## src/rtl/round_step_sequencer.sv

```systemverilog
// ----------------------------------------------------------------------------
// round_step_sequencer
//
// Top-level scheduler for the permutation datapath. Launches each step
// controller in fixed order with a one-cycle start pulse, then waits for that
// step's done level. It repeats this for ROUNDS rounds and toggles the
// ping-pong slice-memory bank select after every step. A per-step watchdog
// moves the sequencer to an error state when a step hangs. The abort input
// cancels a run from any active state.
//
// Ports
//   clk         in   1          clock, rising edge
//   rst         in   1          asynchronous, active-high reset
//   start       in   1          run request, sampled in IDLE only
//   abort       in   1          cancel the run (any state except IDLE)
//   step_done   in   NUM_STEPS  per-step completion level; only [step_idx] is used
//   step_start  out  NUM_STEPS  one-hot launch pulse to step controller [step_idx]
//   step_idx    out  STEP_W     current step
//   round_idx   out  ROUND_W    current round
//   bank_sel    out  1          steps read bank bank_sel and write ~bank_sel
//   busy        out  1          high in LAUNCH, WAIT, SWAP, FINISH
//   done        out  1          one-cycle pulse when all rounds are complete
//   err         out  1          held high while in ERROR
//   err_step    out  STEP_W     step_idx captured on watchdog timeout
// ----------------------------------------------------------------------------
module round_step_sequencer #(
   parameter int NUM_STEPS = 5,
   parameter int STEP_W    = 3,
   parameter int ROUNDS    = 24,
   parameter int ROUND_W   = 5,
   parameter int TIMEOUT   = 255,
   parameter int WD_W      = 8
) (
   input  logic                 clk,
   input  logic                 rst,
   input  logic                 start,
   input  logic                 abort,
   input  logic [NUM_STEPS-1:0] step_done,
   output logic [NUM_STEPS-1:0] step_start,
   output logic [STEP_W-1:0]    step_idx,
   output logic [ROUND_W-1:0]   round_idx,
   output logic                 bank_sel,
   output logic                 busy,
   output logic                 done,
   output logic                 err,
   output logic [STEP_W-1:0]    err_step
);

   typedef enum logic [2:0] {
      S_IDLE,
      S_LAUNCH,
      S_WAIT,
      S_SWAP,
      S_FINISH,
      S_ERROR
   } state_t;

   localparam logic [STEP_W-1:0]  L_STEP_LAST  = STEP_W'(NUM_STEPS - 1);
   localparam logic [ROUND_W-1:0] L_ROUND_LAST = ROUND_W'(ROUNDS - 1);
   localparam bit                 L_WD_EN      = (TIMEOUT != 0);
   localparam logic [WD_W-1:0]    L_WD_LAST    = WD_W'(L_WD_EN ? TIMEOUT - 1 : 0);

   state_t              r_state,     w_state_nxt;
   logic [STEP_W-1:0]   r_step_idx,  w_step_idx_nxt;
   logic [ROUND_W-1:0]  r_round_idx, w_round_idx_nxt;
   logic                r_bank_sel,  w_bank_sel_nxt;
   logic [WD_W-1:0]     r_wd,        w_wd_nxt;
   logic [STEP_W-1:0]   r_err_step,  w_err_step_nxt;

   logic                w_cur_done;
   logic                w_launch;

   // Select the done level of the current step only; every other bit is a
   // don't-care so stray completions from idle controllers cannot advance us.
   always_comb begin
      w_cur_done = 1'b0;
      for (int i = 0; i < NUM_STEPS; i++) begin
         if (r_step_idx == STEP_W'(i)) begin
            w_cur_done = step_done[i];
         end
      end
   end

   // Launch pulse is decoded from the state so it lasts exactly the one LAUNCH
   // cycle and drops to zero as soon as reset or abort leaves that state.
   assign w_launch = (r_state == S_LAUNCH);

   always_comb begin
      step_start = '0;
      for (int i = 0; i < NUM_STEPS; i++) begin
         step_start[i] = w_launch && (r_step_idx == STEP_W'(i));
      end
   end

   // Next-state and next-register logic.
   always_comb begin
      // NOTE: every signal gets a default before the case, so no path can leave
      // one unassigned and infer a latch.
      w_state_nxt     = r_state;
      w_step_idx_nxt  = r_step_idx;
      w_round_idx_nxt = r_round_idx;
      w_bank_sel_nxt  = r_bank_sel;
      w_wd_nxt        = r_wd;
      w_err_step_nxt  = r_err_step;

      // Abort outranks everything except reset; bank_sel deliberately holds so
      // the datapath knows which bank carries the last completed write.
      if (abort && (r_state != S_IDLE)) begin
         w_state_nxt = S_IDLE;
      end else begin
         case (r_state)
            S_IDLE: begin
               if (start) begin
                  w_state_nxt     = S_LAUNCH;
                  w_step_idx_nxt  = '0;
                  w_round_idx_nxt = '0;
                  w_bank_sel_nxt  = 1'b0;
                  w_wd_nxt        = '0;
               end
            end

            S_LAUNCH: begin
               w_wd_nxt    = '0;
               w_state_nxt = S_WAIT;
            end

            S_WAIT: begin
               // Completion is checked before the watchdog so a step finishing
               // on the last allowed cycle still counts as success.
               if (w_cur_done) begin
                  w_state_nxt = S_SWAP;
               end else if (L_WD_EN && (r_wd == L_WD_LAST)) begin
                  w_state_nxt    = S_ERROR;
                  w_err_step_nxt = r_step_idx;
               end else if (L_WD_EN) begin
                  w_wd_nxt = r_wd + 1'b1;
               end
            end

            S_SWAP: begin
               w_bank_sel_nxt = ~r_bank_sel;
               if (r_step_idx != L_STEP_LAST) begin
                  w_step_idx_nxt = r_step_idx + 1'b1;
                  w_state_nxt    = S_LAUNCH;
               end else begin
                  w_step_idx_nxt = '0;
                  if (r_round_idx != L_ROUND_LAST) begin
                     w_round_idx_nxt = r_round_idx + 1'b1;
                     w_state_nxt     = S_LAUNCH;
                  end else begin
                     w_state_nxt = S_FINISH;
                  end
               end
            end

            S_FINISH: begin
               w_state_nxt = S_IDLE;
            end

            // Only abort (handled above) or reset leaves ERROR.
            S_ERROR: begin
               w_state_nxt = S_ERROR;
            end

            default: begin
               w_state_nxt = S_IDLE;
            end
         endcase
      end
   end

   always_ff @(posedge clk or posedge rst) begin
      if (rst) begin
         r_state     <= S_IDLE;
         r_step_idx  <= '0;
         r_round_idx <= '0;
         r_bank_sel  <= 1'b0;
         r_wd        <= '0;
         r_err_step  <= '0;
      end else begin
         // NOTE: non-blocking assignments here, so all registers update together
         // from the values computed in the previous cycle.
         r_state     <= w_state_nxt;
         r_step_idx  <= w_step_idx_nxt;
         r_round_idx <= w_round_idx_nxt;
         r_bank_sel  <= w_bank_sel_nxt;
         r_wd        <= w_wd_nxt;
         r_err_step  <= w_err_step_nxt;
      end
   end

   assign step_idx  = r_step_idx;
   assign round_idx = r_round_idx;
   assign bank_sel  = r_bank_sel;
   assign err_step  = r_err_step;
   assign busy      = (r_state == S_LAUNCH) || (r_state == S_WAIT) ||
                      (r_state == S_SWAP)   || (r_state == S_FINISH);
   assign done      = (r_state == S_FINISH);
   assign err       = (r_state == S_ERROR);

endmodule

```

## config.mk

```make
export PLATFORM = sky130hd
export DESIGN_NAME = round_step_sequencer
export DESIGN_NICKNAME = d
export VERILOG_FILES = /design/src/rtl/round_step_sequencer.sv
export SDC_FILE = /design/constraint.sdc
export NUM_CORES = 1
export LEC_CHECK = 0
export ABC_AREA = 1
export ABC_CLOCK_PERIOD_IN_PS = 3600
export CORE_ASPECT_RATIO = 0.5
export CORE_UTILIZATION = 55
export CTS_CLUSTER_DIAMETER = 100
export DETAILED_ROUTE_END_ITERATION = 7
export PLACE_DENSITY_LB_ADDON = 0.2
export SYNTH_ARGS = -nofsm -noshare
export SYNTH_HDL_FRONTEND = slang
export SYNTH_SLANG_ARGS = --single-unit
```

## constraint.sdc

```tcl
create_clock -name clk -period 3.6 [get_ports clk]
set_clock_uncertainty 0.2 [all_clocks]
set_input_delay 0.72 -clock clk [delete_from_list [all_inputs] [get_ports clk]]
set_output_delay 0.72 -clock clk [all_outputs]
set_load 0.02 [all_outputs]
```

Word-level counts from Yosys, hierarchy flattened
Cells that the tools add are included.
Widths: inputs -> output; s select.
{"block": "word_totals", "ff_bits": 23, "inputBits": 9, "out_inout_bits": 20, "wordCells": 75}
{"block": "op_classes", "add_sub_neg": 3, "n_eq_ne": 19, "mux": 25, "bitwise": 3, "reduce_logical": 19}
{"operator": "$mux 3", "n": 8}
{"operator": "$mux 8", "n": 3}
{"operator": "$pmux 8 s3", "n": 1}
{"operator": "$mux 5", "n": 3}
{"operator": "$pmux 3 s5", "n": 1}
{"operator": "$eq 3x2->1 const B", "n": 4}
{"operator": "$ne 2x2->1 const B", "n": 5}
{"operator": "$pmux 5 s2", "n": 1}
{"operator": "$reduce_and 5->1", "n": 2}
{"operator": "$eq 3x3->1 const B", "n": 3}
{"operator": "$add 8x1->8 const B", "n": 1}
{"operator": "$eq 8x8->1 const B", "n": 1}
{"operator": "$eq 3x1->1 const B", "n": 2}
{"operator": "$logic_and 1x1->1", "n": 6}
{"operator": "$logic_not 3->1", "n": 2}
{"operator": "$mux 1", "n": 6}
{"operator": "$ne 3x3->1 const B", "n": 2}
{"operator": "$pmux 3 s2", "n": 1}
{"operator": "$reduce_bool 3->1", "n": 2}
{"operator": "$add 5x1->5 const B", "n": 1}
{"operator": "$ne 5x5->1 const B", "n": 1}
{"operator": "$ne 4x4->1 const B", "n": 1}
{"operator": "$reduce_and 4->1", "n": 1}
{"operator": "$add 3x1->3 const B", "n": 1}
{"operator": "6 further kinds", "n": 10}

Longest topological paths before layout
{"block": "logic_depth", "ltp_word": 9, "depth_mapped": 13, "mapped_depth_nobuf": 13}

Worst setup path before layout
Ideal clock, no wire load.
{"block": "synth_path", "path_kind": "register to output", "start": "register r_step_idx[0] (netlist: step_idx[0])", "end": "output port step_start[0]", "arrival_time_ns": 1.330, "required_ns": 2.680, "path_slack_ns": 1.350, "stages_incl_launch_ff": 5, "path_buffers": 0, "cell_sequence": "dfrtp_1 -> inv_1 -> ha_1 -> inv_1 -> nor3_1"}
{"block": "synth_between", "elab_chain_len": 2}
{"element": "start, declared", "line_no": "64", "rtl": "logic [STEP_W-1:0] r_step_idx, w_step_idx_nxt;"}
{"element": "start signal, assigned", "line_no": "184", "rtl": "r_step_idx <= w_step_idx_nxt;"}
{"element": "$logic_not 3->1", "line_no": "91", "rtl": "step_start[i] = w_launch && (r_step_idx == STEP_W'(i));"}
{"element": "$logic_and 1x1->1", "line_no": "91"}
{"element": "end, declared", "line_no": "39", "rtl": "output logic [NUM_STEPS-1:0] step_start,"}
Every way passes these cells.

Worst setup path in the final report
{"block": "layout_path", "start": "register r_step_idx[0] (netlist: step_idx[0])", "end": "output port step_start[4]"}
{"block": "layout_between", "elab_chain_len": 2}
{"element": "$eq 3x3->1", "line_no": "91"}
{"element": "$logic_and 1x1->1", "line_no": "91"}
Every way passes these cells.

==> summary.md <==
| Metric | Value |
|---|---|
| Setup-failing EPs final | `0` |
| Routed len/inst | `roughly 12 µm` |
| Overflow after GRT | `0` |
| Area Overhead vs Synth | `23.8%` |
| Critical path class | `reg -> out` |
| Int Pwr | `roughly 0.57 mW` |
| DP Worst Slack | `between 1 and 1.5 ns` |
| WHS Endpoint | `bank_sel` |
| Ys Warns | `0` |
| Routed Antenna Nets | `0` |
| R2R depth | `8` |
| Outcome | `finished, final reports clean` |
| Clock power frac | `roughly 15%` |
| Cts repair resizes | `0` |
| Clock latency at the later pin of the worst-skew pair | `between 0.2 and 0.3 ns` |
| Data arrival, critical path | `between 1.5 and 2 ns` |
| Detailed placer's ending HPWL | `approximately 2.5 mm` |
| Critical Path RT | `about 2.7 ns` |
| Gate power share | `a little over half` |
| Die Span Y | `between 30 and 40 µm` |
| Sequential share of power | `32.9%` |
| Worst hold start | `bank_sel` |
| Cell Area, Synth | `1500 µm²` |
| DRC | `0` |
| H-tree levels | `1` |
| Psw | `between 0.4 and 0.5 mW` |
| Setup crit start | `step_idx[0]` |
| Worst-path cell with the longest stage delay | `clkdlybuf4s50_1` |
| Synth cell types | `24` |
| TritonRoute pass-1 iters | `5` |
| Site Rows | `12` |
| Count of hold-fix buffers inserted at cts | `0` |
| Crit start category | `flop` |
| RSZ-0062 raised after global routing | `no` |
| Initial Util | `a little over three fifths` |
| Clk slew on worst S/H paths | `about 0.08 ns` |
| WL final | `about 3.3 mm` |
| CP max FO | `6` |
| Peak supply drop | `between 0.3 and 0.4 mV` |
| # Max-Cap Violations | `0` |
| Initial antenna violation count | `0` |
| Slowest stage delay, CP | `0.62 ns` |
| Cells after Synth | `209` |
| Fin worst setup slack | `about 0.76 ns` |
| Layout cells sized above 1 | `under 10%` |
| Worst R2R End | `r_wd[5]` |
| Die area | `roughly 3000 µm²` |
| Net Sw Frac | `46.4%` |
| Diode count | `0` |
| Largest net degree at the start of global routing | `24` |
| IO buf count | `28` |
| Worst r2r src | `step_idx[0]` |
| Number of global-route vias before repair | `~1200` |
| Share of the yosys chip area belonging to registers | `38.3%` |
| I/O pin count | `29` |
| Pins over their slew limit | `0` |
| Top_reg_cell synth | `dfrtp_1` |
| Routed via count | `between 1000 and 1500` |
| Avg Cell Area, Syn | `7.19 µm²` |
| Setup TNS | `0 ns` |
| Period utilisation layout | `78.9%` |
| Post-Syn Nets | `roughly 230` |
| CTS tree | `yes` |
| Cells along the critical path | `inv_1, ha_1, nand2_1, nor2_1, clkdlybuf4s50_1` |
| Worst slew pin tran | `0.891 ns` |
| Routability Congestion | `between 0.9 and 1` |
| Deepest clock path buffer count | `2` |
| Worst hold path depth | `1` |
| Synth async-reset ratio | `between 90% and 100%` |
| Reg-to-reg slack, setup | `1.46 ns` |
| Number of flops mapped to enable cells by yosys | `0` |
| Post-CTS setup buffer count | `0` |
| Fin. Hold Viols | `0` |
| Total GRT Usage | `between 20% and 30%` |
| Slew HR | `approximately two fifths` |
| Final net count | `258` |
| Power per cell area | `between 500 and 600 nW/µm²` |
| Worst Setup End Kind | `primary output` |
| Die W | `75.9 µm` |
| CTS root buffer | `clkbuf_8` |
| Global-route wire length before repair | `around 5.4 mm` |
| Most common cell after layout, fill and taps aside | `nand2_1` |
| Clk sinks | `23` |
| Vias per cell | `5.04` |
| Inserted Clock Buffers | `3` |
| HP Class | `reg -> reg` |
| Peak Freq | `roughly 350 MHz` |
| P_leak | `around 0.92 nW` |
| Most frequent cells in the layout | `nand2_1, inv_1, clkdlybuf4s50_1, dfrtp_1, nor2_1` |
| Tmin final | `around 2.8 ns` |
| FF+latch count, synth | `23` |
| Initial DRC Count | `41` |
| Area of the core | `2390 µm²` |
## critical path: cells and delay by family (launching register included)
family | cells | cell delay (ns)
and+or+nand+nor | 2 | 0.28
buffers and inverters | 2 | 0.76
DFF | 1 | 0.44
adders and majority gates | 1 | 0.18
## per-stage QoR
step	instance area [µm²]	utilization (%)	total power [mW]	hold slack (ns)	instances
2_1_floorplan	1500	-	0.742	0.255	209
3_3_place_gp	1820	76.0	0.882	0.266	271
3_5_place_dp	1820	76.0	0.893	0.269	271
4_1_cts	1860	77.9	1.06	0.282	275
5_1_grt	1860	77.9	1.13	0.308	275
6_report	1860	77.9	1.06	0.282	275
## cell type report
| class | count | area [µm²] |
|---|---|---|
| Inverter | 33 | 124 |
| Fill cell | 185 | 527 |
| Clock buffer | 4 | 45.0 |
| Multi-Input combinational cell | 152 | 792 |
| Timing Repair Buffer | 28 | 280 |
| Sequential cell | 23 | 576 |
| Tap cell | 35 | 43.8 |
## how the worst max path moves through the flow
stage	endpoint	slack, ns	cells after the start
after floorplan	step_start[0]	1.35	4
after global placement	step_start[4]	1.14	5
after detailed placement	step_start[4]	1.07	5
after CTS	step_start[4]	0.78	5
after global routing	step_start[4]	0.64	5
final	step_start[4]	0.76	5
## sequential cells by signal (all words and copies together), names as in the netlist
| name | cells |
|---|---|
| round_idx | 5 |
| bank_sel | 1 |
| err_step | 3 |
| r_state | 3 |
| step_idx | 3 |
| r_wd | 8 |
## synthesized netlist by cell type, types with 3 or more instances
master / n / share of area [%]
inv_1: 28 / 7.0
o21ai_2: 5 / 2.9
ha_1: 8 / 6.7
xor2_1: 4 / 2.3
nand3_1: 13 / 4.3
nand2_1: 65 / 16
nor2_1: 20 / 5.0
inv_2: 5 / 1.2
nand2_2: 4 / 1.7
o21ai_1: 15 / 5.0
dfrtp_1: 23 / 38
xnor2_1: 3 / 1.7
## power by group through the flow
stage / Clock, mW / Sequential, mW / Combinational (mW)
6_report: 0.157 / 0.348 / 0.554
5_1_grt: 0.170 / 0.353 / 0.609
4_1_cts: 0.159 / 0.347 / 0.552
3_5_place_dp: 0 / 0.350 / 0.543
3_3_place_gp: 0 / 0.349 / 0.533
2_1_floorplan: 0 / 0.367 / 0.375
## metal layers
layer / routed length, µm / vias up / share of wire, % / global-route usage (%)
met5: 0 / - / 0 / 0
li1: - / 710 / - / -
met4: 11 / 0 / 0.33 / 4.33
met1: 1570 / 652 / 48 / 28.4
met3: 118 / 2 / 3.6 / 5.65
met2: 1590 / 21 / 48 / 49.3
## cell families after synthesis
logic type	count (synthesis)	synth area share, %
adder cells (fa/ha/maj)	8	6.66
XOR/XNOR	7	4.08
flip-flops	23	38.3
AO/OA/AOI/OAI	24	9.41
AND/OR/NAND/NOR	113	32.6
buffers and inverters	34	8.99
No activity file was read; power rests on OpenSTA's default activity.
